===== src/rtl/cfg_info_streamer.sv =====
// Exposes the derived core configuration as a constant word table, via a burst stream and a 1-cycle read port.
// Define CFG_INFO_CHECKSUM_EN to append a two's-complement checksum word (index 8) to the table.
package config_pkg;
    typedef struct packed {
        int unsigned XLEN;
        int unsigned PLEN;
        int unsigned NR_SB_ENTRIES;
        int unsigned NrCommitPorts;
        int unsigned NrIssuePorts;
        logic        RVA;
        logic        RVB;
        logic        RVC;
        logic        RVD;
        logic        RVF;
        logic        RVH;
        logic        RVS;
        logic        RVU;
        logic        RVV;
        logic        RVZCB;
        logic        RVZCMP;
        logic        RVZiCond;
        logic        RVZicntr;
        logic        RVZihpm;
        logic        XF16;
        logic        XF16ALT;
        logic        XF8;
        logic        XFVec;
        logic        CvxifEn;
        logic        FpPresent;
        logic        DebugEn;
        logic        MmuPresent;
        logic        SuperscalarEn;
        int unsigned ICACHE_LINE_WIDTH;
        int unsigned ICACHE_SET_ASSOC;
        int unsigned ICACHE_INDEX_WIDTH;
        int unsigned DCACHE_LINE_WIDTH;
        int unsigned DCACHE_SET_ASSOC;
        int unsigned DCACHE_INDEX_WIDTH;
        int unsigned AxiDataWidth;
        int unsigned AxiIdWidth;
        int unsigned AxiAddrWidth;
        int unsigned NrPMPEntries;
        int unsigned InstrTlbEntries;
        int unsigned DataTlbEntries;
        int unsigned FLen;
        logic [63:0] DmBaseAddress;
    } cva6_cfg_t;

    localparam cva6_cfg_t cva6_cfg_empty = '0;
endpackage

module cfg_info_streamer #(
    parameter config_pkg::cva6_cfg_t CVA6Cfg = config_pkg::cva6_cfg_empty
) (
    input  logic        clk_i,
    input  logic        rst_i,
    input  logic        start_i,
    input  logic        abort_i,
    output logic        out_valid_o,
    input  logic        out_ready_i,
    output logic [31:0] out_data_o,
    output logic [3:0]  out_idx_o,
    output logic        out_last_o,
    output logic        done_o,
    output logic        busy_o,
    input  logic        rd_req_i,
    input  logic [3:0]  rd_addr_i,
    output logic        rd_rsp_valid_o,
    output logic [31:0] rd_data_o,
    output logic        rd_err_o
);
`ifdef CFG_INFO_CHECKSUM_EN
    localparam int unsigned NUM_WORDS = 9;
`else
    localparam int unsigned NUM_WORDS = 8;
`endif
    localparam logic [3:0] LAST_IDX = 4'(NUM_WORDS - 1);

    // Padded to 16 entries so any 4-bit index is legal; unused slots read as zero.
    function automatic logic [15:0][31:0] build_table();
        logic [15:0][31:0] t;
`ifdef CFG_INFO_CHECKSUM_EN
        logic [31:0] sum;
`endif
        t    = '0;
        t[0] = {16'(CVA6Cfg.PLEN), 16'(CVA6Cfg.XLEN)};
        t[1] = {16'(CVA6Cfg.NR_SB_ENTRIES), 8'(CVA6Cfg.NrCommitPorts), 8'(CVA6Cfg.NrIssuePorts)};
        t[2] = {9'b0, CVA6Cfg.SuperscalarEn, CVA6Cfg.MmuPresent, CVA6Cfg.DebugEn,
                CVA6Cfg.FpPresent, CVA6Cfg.CvxifEn, CVA6Cfg.XFVec, CVA6Cfg.XF8,
                CVA6Cfg.XF16ALT, CVA6Cfg.XF16, CVA6Cfg.RVZihpm, CVA6Cfg.RVZicntr,
                CVA6Cfg.RVZiCond, CVA6Cfg.RVZCMP, CVA6Cfg.RVZCB, CVA6Cfg.RVV,
                CVA6Cfg.RVU, CVA6Cfg.RVS, CVA6Cfg.RVH, CVA6Cfg.RVF, CVA6Cfg.RVD,
                CVA6Cfg.RVC, CVA6Cfg.RVB, CVA6Cfg.RVA};
        t[3] = {16'(CVA6Cfg.ICACHE_LINE_WIDTH), 8'(CVA6Cfg.ICACHE_SET_ASSOC), 8'(CVA6Cfg.ICACHE_INDEX_WIDTH)};
        t[4] = {16'(CVA6Cfg.DCACHE_LINE_WIDTH), 8'(CVA6Cfg.DCACHE_SET_ASSOC), 8'(CVA6Cfg.DCACHE_INDEX_WIDTH)};
        t[5] = {16'(CVA6Cfg.AxiDataWidth), 8'(CVA6Cfg.AxiIdWidth), 8'(CVA6Cfg.AxiAddrWidth)};
        t[6] = {8'(CVA6Cfg.NrPMPEntries), 8'(CVA6Cfg.InstrTlbEntries),
                8'(CVA6Cfg.DataTlbEntries), 8'(CVA6Cfg.FLen)};
        t[7] = CVA6Cfg.DmBaseAddress[31:0];
`ifdef CFG_INFO_CHECKSUM_EN
        sum = '0;
        for (int i = 0; i < 8; i++) sum = sum + t[i];
        t[8] = ~sum + 32'd1;
`endif
        return t;
    endfunction

    localparam logic [15:0][31:0] TABLE = build_table();

    typedef enum logic [1:0] {IDLE, STREAM, DONE} state_t;
    state_t state;

    always_ff @(posedge clk_i) begin
        if (rst_i) begin
            state       <= IDLE;
            out_valid_o <= 1'b0;
            out_data_o  <= '0;
            out_idx_o   <= '0;
            out_last_o  <= 1'b0;
            done_o      <= 1'b0;
            busy_o      <= 1'b0;
        end else begin
            done_o <= 1'b0;
            case (state)
                IDLE: begin
                    if (start_i && !abort_i) begin
                        state       <= STREAM;
                        out_valid_o <= 1'b1;
                        out_idx_o   <= '0;
                        out_data_o  <= TABLE[0];
                        out_last_o  <= 1'b0;
                        busy_o      <= 1'b1;
                    end
                end
                STREAM: begin
                    // Abort wins over a handshake in the same cycle.
                    if (abort_i) begin
                        state       <= IDLE;
                        out_valid_o <= 1'b0;
                        out_data_o  <= '0;
                        out_idx_o   <= '0;
                        out_last_o  <= 1'b0;
                        busy_o      <= 1'b0;
                    end else if (out_ready_i) begin
                        if (out_last_o) begin
                            state       <= DONE;
                            out_valid_o <= 1'b0;
                            done_o      <= 1'b1;
                        end else begin
                            out_idx_o  <= out_idx_o + 4'd1;
                            out_data_o <= TABLE[out_idx_o + 4'd1];
                            out_last_o <= (out_idx_o + 4'd1) == LAST_IDX;
                        end
                    end
                end
                DONE: begin
                    state      <= IDLE;
                    out_data_o <= '0;
                    out_idx_o  <= '0;
                    out_last_o <= 1'b0;
                    busy_o     <= 1'b0;
                end
                default: state <= IDLE;
            endcase
        end
    end

`ifdef CFG_INFO_CHECKSUM_EN
    logic [31:0] cksum_acc;

    // Running sum of accepted words; returns to zero after a complete checksummed stream.
    always_ff @(posedge clk_i) begin
        if (rst_i) begin
            cksum_acc <= '0;
        end else if ((state == IDLE && start_i && !abort_i) || (state != IDLE && abort_i)) begin
            cksum_acc <= '0;
        end else if (state == STREAM && out_valid_o && out_ready_i) begin
            cksum_acc <= cksum_acc + out_data_o;
        end
    end
`endif

    always_ff @(posedge clk_i) begin
        if (rst_i) begin
            rd_rsp_valid_o <= 1'b0;
            rd_data_o      <= '0;
            rd_err_o       <= 1'b0;
        end else begin
            rd_rsp_valid_o <= rd_req_i;
            rd_data_o      <= rd_req_i ? TABLE[rd_addr_i] : 32'd0;
            rd_err_o       <= rd_req_i && (32'(rd_addr_i) >= NUM_WORDS);
        end
    end

endmodule


===== config.mk =====
export PLATFORM = sky130hd
export DESIGN_NAME = cfg_info_streamer
export DESIGN_NICKNAME = d
export VERILOG_FILES = /design/src/rtl/cfg_info_streamer.sv
export SDC_FILE = /design/constraint.sdc
export NUM_CORES = 1
export LEC_CHECK = 0
export ABC_AREA = 1
export CAP_MARGIN = 30
export CORE_UTILIZATION = 37
export DETAILED_ROUTE_END_ITERATION = 8
export GPL_ROUTABILITY_DRIVEN = 0
export PLACE_DENSITY = 0.95
export SYNTH_ARGS = -nofsm -noshare
export SYNTH_HDL_FRONTEND = slang
export SYNTH_SLANG_ARGS = --single-unit
export TNS_END_PERCENT = 100

===== constraint.sdc =====
create_clock -name clk_i -period 2 [get_ports clk_i]
set_clock_uncertainty 0.1 [all_clocks]
set_input_delay 0.4 -clock clk_i [delete_from_list [all_inputs] [get_ports clk_i]]
set_output_delay 0.4 -clock clk_i [all_outputs]
set_load 0.02 [all_outputs]

==> results.md, run 1 <==
- Reg area: 240 um^2
- Crit-path leading delay family: buffers and inverters
- Reg clk slew, reported paths: 0.07 ns
- Internal Power: 374 uW
- Core Area: 2850 um^2
- Status: finished with violations
- Critical path startpoint category: flop
- Register area share after synthesis: 0.210
- Seq pwr share: 0.406
- Sw Pwr: 264 uW
- # DRC: 5
- CTS buffer count: 3
- Total die area: about 3300 um^2
- Die Y: 57.7 um
- Worst slack, placed: around 0.26 ns
- Final core occ: 0.395
- Warnings from Yosys: 0
- Number of global-route vias before repair: 646
- Initial antenna violation count: 0
- Hold WS: 0.351 ns
- EDFF count, synth: 0
- Area of the multi-input gates: 598 um^2
- Synth-to-layout area growth: -1.64%
- Failing checks: design-rule violations
- WL final: 1.61 mm
- Yosys cell types: 21
- Gr ovfl total: 0
- Clk network pwr share: 0.229
- Critical-path top delay cell: clkdlybuf4s50_1
- PortBufs: 16
- Top post-synthesis cells by area: buf_4 42%, dfxtp_1 21%, nand2_1 5.9%
- Pin count of the biggest net entering global routing: 8
- Min-Delay Path Class: reg -> reg
- Critical path class: reg -> out
- Pwr dens: approximately 570 nW/um^2
- Synth top cells by count: 64 x buf_4, 18 x nand2_1, 14 x inv_1
- GRT Overall Usage: 0.0944
- # clock sinks: 12
- Fin. Hold Viols: 0
- Max cap viols: 0
- CTS Hold Bufs: 0
- Cells after Synth: around 160
- FF+latch count, synth: 12
- Yosys top cell area share: 0.419
- CP Buf/Inv Count: 1
- Antenna-violating nets left: 0
- DR vias: around 790
- Worst path required time: roughly 1.5 ns
- Filler cells: 298
- N_diodes: 0
- Minimum clock period: 1.87 ns
- Gate power share: 0.365
- Max incr delay on CP: around 0.65 ns
- Fin. max-slew vios: 0
- Fin crit share: 0.935
- Leakage: 0.000573 uW
- Final Instance Count excl. Fillers: just over 200
- RSZ-0062 raised after global routing: false
- Max Fclk: between 500 and 600 MHz
- Critical path data arrival time: 1.37 ns
- Root buffer cell: clkbuf_4
- Final WS setup: 0.131 ns
- Switching fraction of total power: 0.414
- Post-CTS setup buffers: 0
- Post-DP HPWL: 1.39 mm
- Detailed-route vias per instance: 3.83
- Post-Syn Area: 1150 um^2
- Critical Path Fanout Max: 7
- Fin nets: ~190
- Top Ports: between 80 and 90
- Worst path cell trace: clkdlybuf4s50_1
- Syn_area_per_cell: 7.25 um^2
- Die span in x: 57.7 um
- Fraction of registers with async set/reset: 0
- Starting DRC count in detailed routing: 17
- Std cell rows: 19
- Top-count cell post-synth: buf_4
- Clk buf depth: 2
- H-tree Lvls: 1
- Leading area contributor after synthesis: buf_4
- CTS tree: built
- Placed Instances: 204
- Setup_tns: 0 ns
- Worst IR Drop VDD: 412 uV
- Ys flop type: dfxtp_1
- Proportion of layout cells with a drive suffix above 1: 0.0852
- Cells resized by post-CTS repair: 0
- First-pass GRT wire length: ~2.5 mm
- Avg WL per Cell: 7.79 um
- Setup Viol. Count Final: 0
- Router iterations before antenna repair: 6
- Crit end category: output port
- Clock Latency Late Sink: between 0.2 and 0.3 ns
- Starting Density: 0.402
-- power groups by stage --
stage	Sequential [uW]	Combinational (uW)	Clock, uW
2_1_floorplan	275	269	0
3_3_place_gp	264	227	0
3_5_place_dp	265	231	0
4_1_cts	260	231	150
5_1_grt	261	253	162
6_report	259	233	146
-- routing by layer --
metal | routed length [um] | track usage
met5 | 0 | 0
met4 | 13 | 0.0510
met3 | 129 | 0.0268
met2 | 831 | 0.163
met1 | 637 | 0.105
-- kinds of logic (layout without fill, tap and decap cells) --
kind of cell             Yosys count  after routing  share of synthesized area
AO/OA/AOI/OAI                     14             14                     0.0644
adder cells (fa/ha/maj)            5              5                     0.0546
buffers and inverters             81             36                      0.475
flip-flops                        12             12                      0.210
other                              1             64                    0.00327
AND/OR/NAND/NOR                   45             45                      0.193
-- path summary, 6_finish.rpt --
path	cells past startpoint	from	end	slack [ns]
max	1	out_idx_o[2]$_SDFFE_PP0P_	out_idx_o[2]	0.13
max reg2reg	8	state[1]$_SDFFE_PP0P_	out_valid_o$_SDFFE_PP0P_	0.56
min reg2reg	2	out_valid_o$_SDFFE_PP0P_	out_valid_o$_SDFFE_PP0P_	0.35
min	2	out_valid_o$_SDFFE_PP0P_	out_valid_o$_SDFFE_PP0P_	0.35
-- placed cells by master (no fill, tap or decap), types with 3 or more instances in the layout --
cell             instances
ha_1                     5
clkdlybuf4s50_1         16
o21ai_1                  6
nand2_2                  3
nand3_1                  9
clkbuf_4                 3
dfxtp_1                 12
nor2_1                   6
inv_1                   14
conb_1                  64
nand2_1                 18
a21oi_1                  7
-- sequential cells by signal, indices dropped and copies added, names as in the netlist --
signal          flops
out_valid_o         1
state               2
rd_rsp_valid_o      1
busy_o              1
out_idx_o           4
done_o              1
out_last_o          1
rd_err_o            1
-- per-stage QoR --
step                      total power [uW]  instance area (um^2)
after floorplan                        545                  1380
after global placement                 491                  1100
after detailed placement               496                  1100
after CTS                              641                  1130
after global routing                   676                  1130
final                                  639                  1130
-- final cells by class --
type	instances	share of cell area
timing repair buffer	17	0.149
sequential	12	0.213
tap	31	0.0344
multi-input combinational	128	0.531
inverter	16	0.0533
clock buffer	3	0.0200
Note: power is estimated with default switching activity, not from simulation.
==> run 2, diff against run 1 <==
--- a/config.mk
+++ b/config.mk
@@ -10,6 +10,7 @@
 export CORE_UTILIZATION = 37
 export DETAILED_ROUTE_END_ITERATION = 8
 export GPL_ROUTABILITY_DRIVEN = 0
+export HOLD_SLACK_MARGIN = 0.06
 export PLACE_DENSITY = 0.95
 export SYNTH_ARGS = -nofsm -noshare
 export SYNTH_HDL_FRONTEND = slang
==> results of run 2 <==
The final DEF is identical to that of run 1; final timing and power are the same.
==> run 3, diff against run 2 <==
--- a/config.mk
+++ b/config.mk
@@ -9,7 +9,6 @@
 export CAP_MARGIN = 30
 export CORE_UTILIZATION = 37
 export DETAILED_ROUTE_END_ITERATION = 8
-export GPL_ROUTABILITY_DRIVEN = 0
 export HOLD_SLACK_MARGIN = 0.06
 export PLACE_DENSITY = 0.95
 export SYNTH_ARGS = -nofsm -noshare
==> constraint.sdc (replaced) <==
create_clock -name clk_i -period 2 [get_ports clk_i]
set_clock_uncertainty 0.1 [all_clocks]
set_input_delay 0.2 -clock clk_i [delete_from_list [all_inputs] [get_ports clk_i]]
set_output_delay 0.2 -clock clk_i [all_outputs]
set_load 0.02 [all_outputs]
==> run 3 against run 2 <==
Against the previous run: the run still ends with design-rule violations left; total power is 0.61% lower; largest cell class unchanged; highest routed layer unchanged; critical endpoint unchanged; hold slack better by 0.0017 ns; critical path depth unchanged.
==> results.md, run 3 (synthesis results as in run 1) <==
- Commonest cells after routing, fill and taps aside: 64 x conb_1, 18 x nand2_1, 16 x clkdlybuf4s50_1 (unchanged)
- Status: finished with violations (unchanged)
- Hold WS: 0.352 ns (was 0.351 ns)
- Cell depth of the worst hold path: 2 (unchanged)
- PortBufs: 16 (unchanged)
- Max reg flops: 4 (unchanged)
- Reg-to-reg slack, setup: 0.59 ns (was 0.56 ns)
- Die Y: 57.7 um (unchanged)
- Leakage: 0.000568 uW (was 0.000573 uW)
- CTS Hold Bufs: 0 (unchanged)
- Crit end category: output port (unchanged)
- Reg2Reg Depth: 7 (was 8)
- Initial antenna violation count: 0 (unchanged)
- Minimum clock period: 1.67 ns (was 1.87 ns)
- DR vias: 812 (was 793)
- CTS tree: built (unchanged)
- RSZ-0062 raised after global routing: false (unchanged)
- Router iterations before antenna repair: 8 (was 6)
- Post-CTS setup buffers: 0 (unchanged)
- Pwr dens: 567 nW/um^2 (was 566 nW/um^2)
- Cells resized by post-CTS repair: 0 (unchanged)
- Die span in x: 57.7 um (unchanged)
- Fin. max-slew vios: 0 (unchanged)
- Fin crit share: 0.833 (was 0.935)
- Crit-path leading delay family: buffers and inverters (unchanged)
- Std cell rows: 19 (unchanged)
- CTS buffer count: 3 (unchanged)
- GRT Overall Usage: 0.0879 (was 0.0944)
- Worst IR Drop VDD: 318 uV (was 412 uV)
- Worst path cell trace: clkdlybuf4s50_1 (unchanged)
- Critical-path top delay cell: clkdlybuf4s50_1 (unchanged)
- Final Instance Count excl. Fillers: 206 (was 207)
- H-tree Lvls: 1 (unchanged)
- # clock sinks: 12 (unchanged)
- Critical path class: reg -> out (unchanged)
- Final core occ: 0.393 (was 0.395)
- Avg WL per Cell: 7.77 um (was 7.79 um)
- Antenna-violating nets left: 0 (unchanged)
- Critical path depth: 1 (unchanged)
- Pin count of the biggest net entering global routing: 11 (was 8)
- First-pass GRT wire length: 2.21 mm (was 2.46 mm)
- Post-DP HPWL: 1.36 mm (was 1.39 mm)
- Setup Viol. Count Final: 0 (unchanged)
- Setup_tns: 0 ns (unchanged)
- Gr ovfl total: 0 (unchanged)
- Clock Latency Late Sink: 0.27 ns (about the same)
- Total die area: 3320 um^2 (unchanged)
- Starting DRC count in detailed routing: 21 (was 17)
- Fin nets: 192 (was 193)
- Root buffer cell: clkbuf_4 (unchanged)
- Critical path startpoint category: flop (unchanged)
- Min-Delay Path Class: reg -> reg (unchanged)
- Synth-to-layout area growth: -2.29% (was -1.64%)
- Max incr delay on CP: 0.65 ns (about the same)
- Reg clk slew, reported paths: 0.07 ns (about the same)
- Clk buf depth: 2 (unchanged)
- Max Fclk: 600 MHz (was 535 MHz)
- Most flops, register: out_idx_o (unchanged)
- Critical Path Fanout Max: 7 (unchanged)
- Routability cong.: a little under 0.9
- Placed Instances: 203 (was 204)
- Fin. Hold Viols: 0 (unchanged)
- # DRC: 4 (was 5)
- Failing checks: design-rule violations (unchanged)
- Biggest registers after layout: out_idx_o x4, state x2 (unchanged)
- Core Area: 2850 um^2 (unchanged)
- CP Buf/Inv Count: 1 (unchanged)
- Filler cells: 299 (was 298)
- Top Ports: 84 (unchanged)
- Max cap viols: 0 (unchanged)
- WL final: 1.60 mm (was 1.61 mm)
- Number of global-route vias before repair: 569 (was 646)
- Proportion of layout cells with a drive suffix above 1: 0.0800 (was 0.0852)
- Detailed-route vias per instance: 3.94 (was 3.83)
- N_diodes: 0 (unchanged)
- Worst path required time: 1.70 ns (was 1.50 ns)
- Critical path data arrival time: 1.37 ns (about the same)
- Starting Density: 0.402 (unchanged)
- Most common cell after layout, fill and taps aside: conb_1 (unchanged)
## run 3: layer usage
| metal | part of all wire | global-route usage | wire, um |
|---|---|---|---|
| met3 | 0.090 | 0.0379 | 144 |
| met5 | 0 | 0 | 0 |
| met4 | 0.013 | 0.0612 | 21 |
| met2 | 0.53 | 0.143 | 841 |
| met1 | 0.37 | 0.0917 | 594 |
## run 3: stage by stage
step / power [uW] / worst slack, ns / cell area (um^2)
global placement: 490 / 0.458 / 1100
detailed placement: 492 / 0.421 / 1100
global route: 675 / 0.281 / 1120
floorplan: 545 / 0.612 / 1380
CTS: 641 / 0.330 / 1120
finish: 635 / 0.334 / 1120
## run 3: path summary, 6_finish.rpt
path,startpoint,end
worst max register to register,state[1]$_SDFFE_PP0P_,out_idx_o[1]$_SDFFE_PP0P_
worst max-delay path,out_idx_o[2]$_SDFFE_PP0P_,out_idx_o[2]
worst min-delay path,out_valid_o$_SDFFE_PP0P_,out_valid_o$_SDFFE_PP0P_
worst min register to register,out_valid_o$_SDFFE_PP0P_,out_valid_o$_SDFFE_PP0P_
## run 3: layout make-up
| class | instances | area [um^2] | area share |
|---|---|---|---|
| Sequential cell | 12 | 240 | 0.215 |
| Tap cell | 31 | 38.8 | 0.0346 |
| Multi-Input combinational cell | 128 | 598 | 0.534 |
| Inverter | 16 | 60.1 | 0.0536 |
| Clock buffer | 3 | 22.5 | 0.0201 |
| Timing Repair Buffer | 16 | 160 | 0.143 |
## run 3: report_power, final
part	switching (uW)	leakage, uW	internal [uW]
logic	178	0.000457	52.1
registers	8.51	0.0000978	251
clock network	75.1	0.0000138	69.7
total	262	0.000568	373
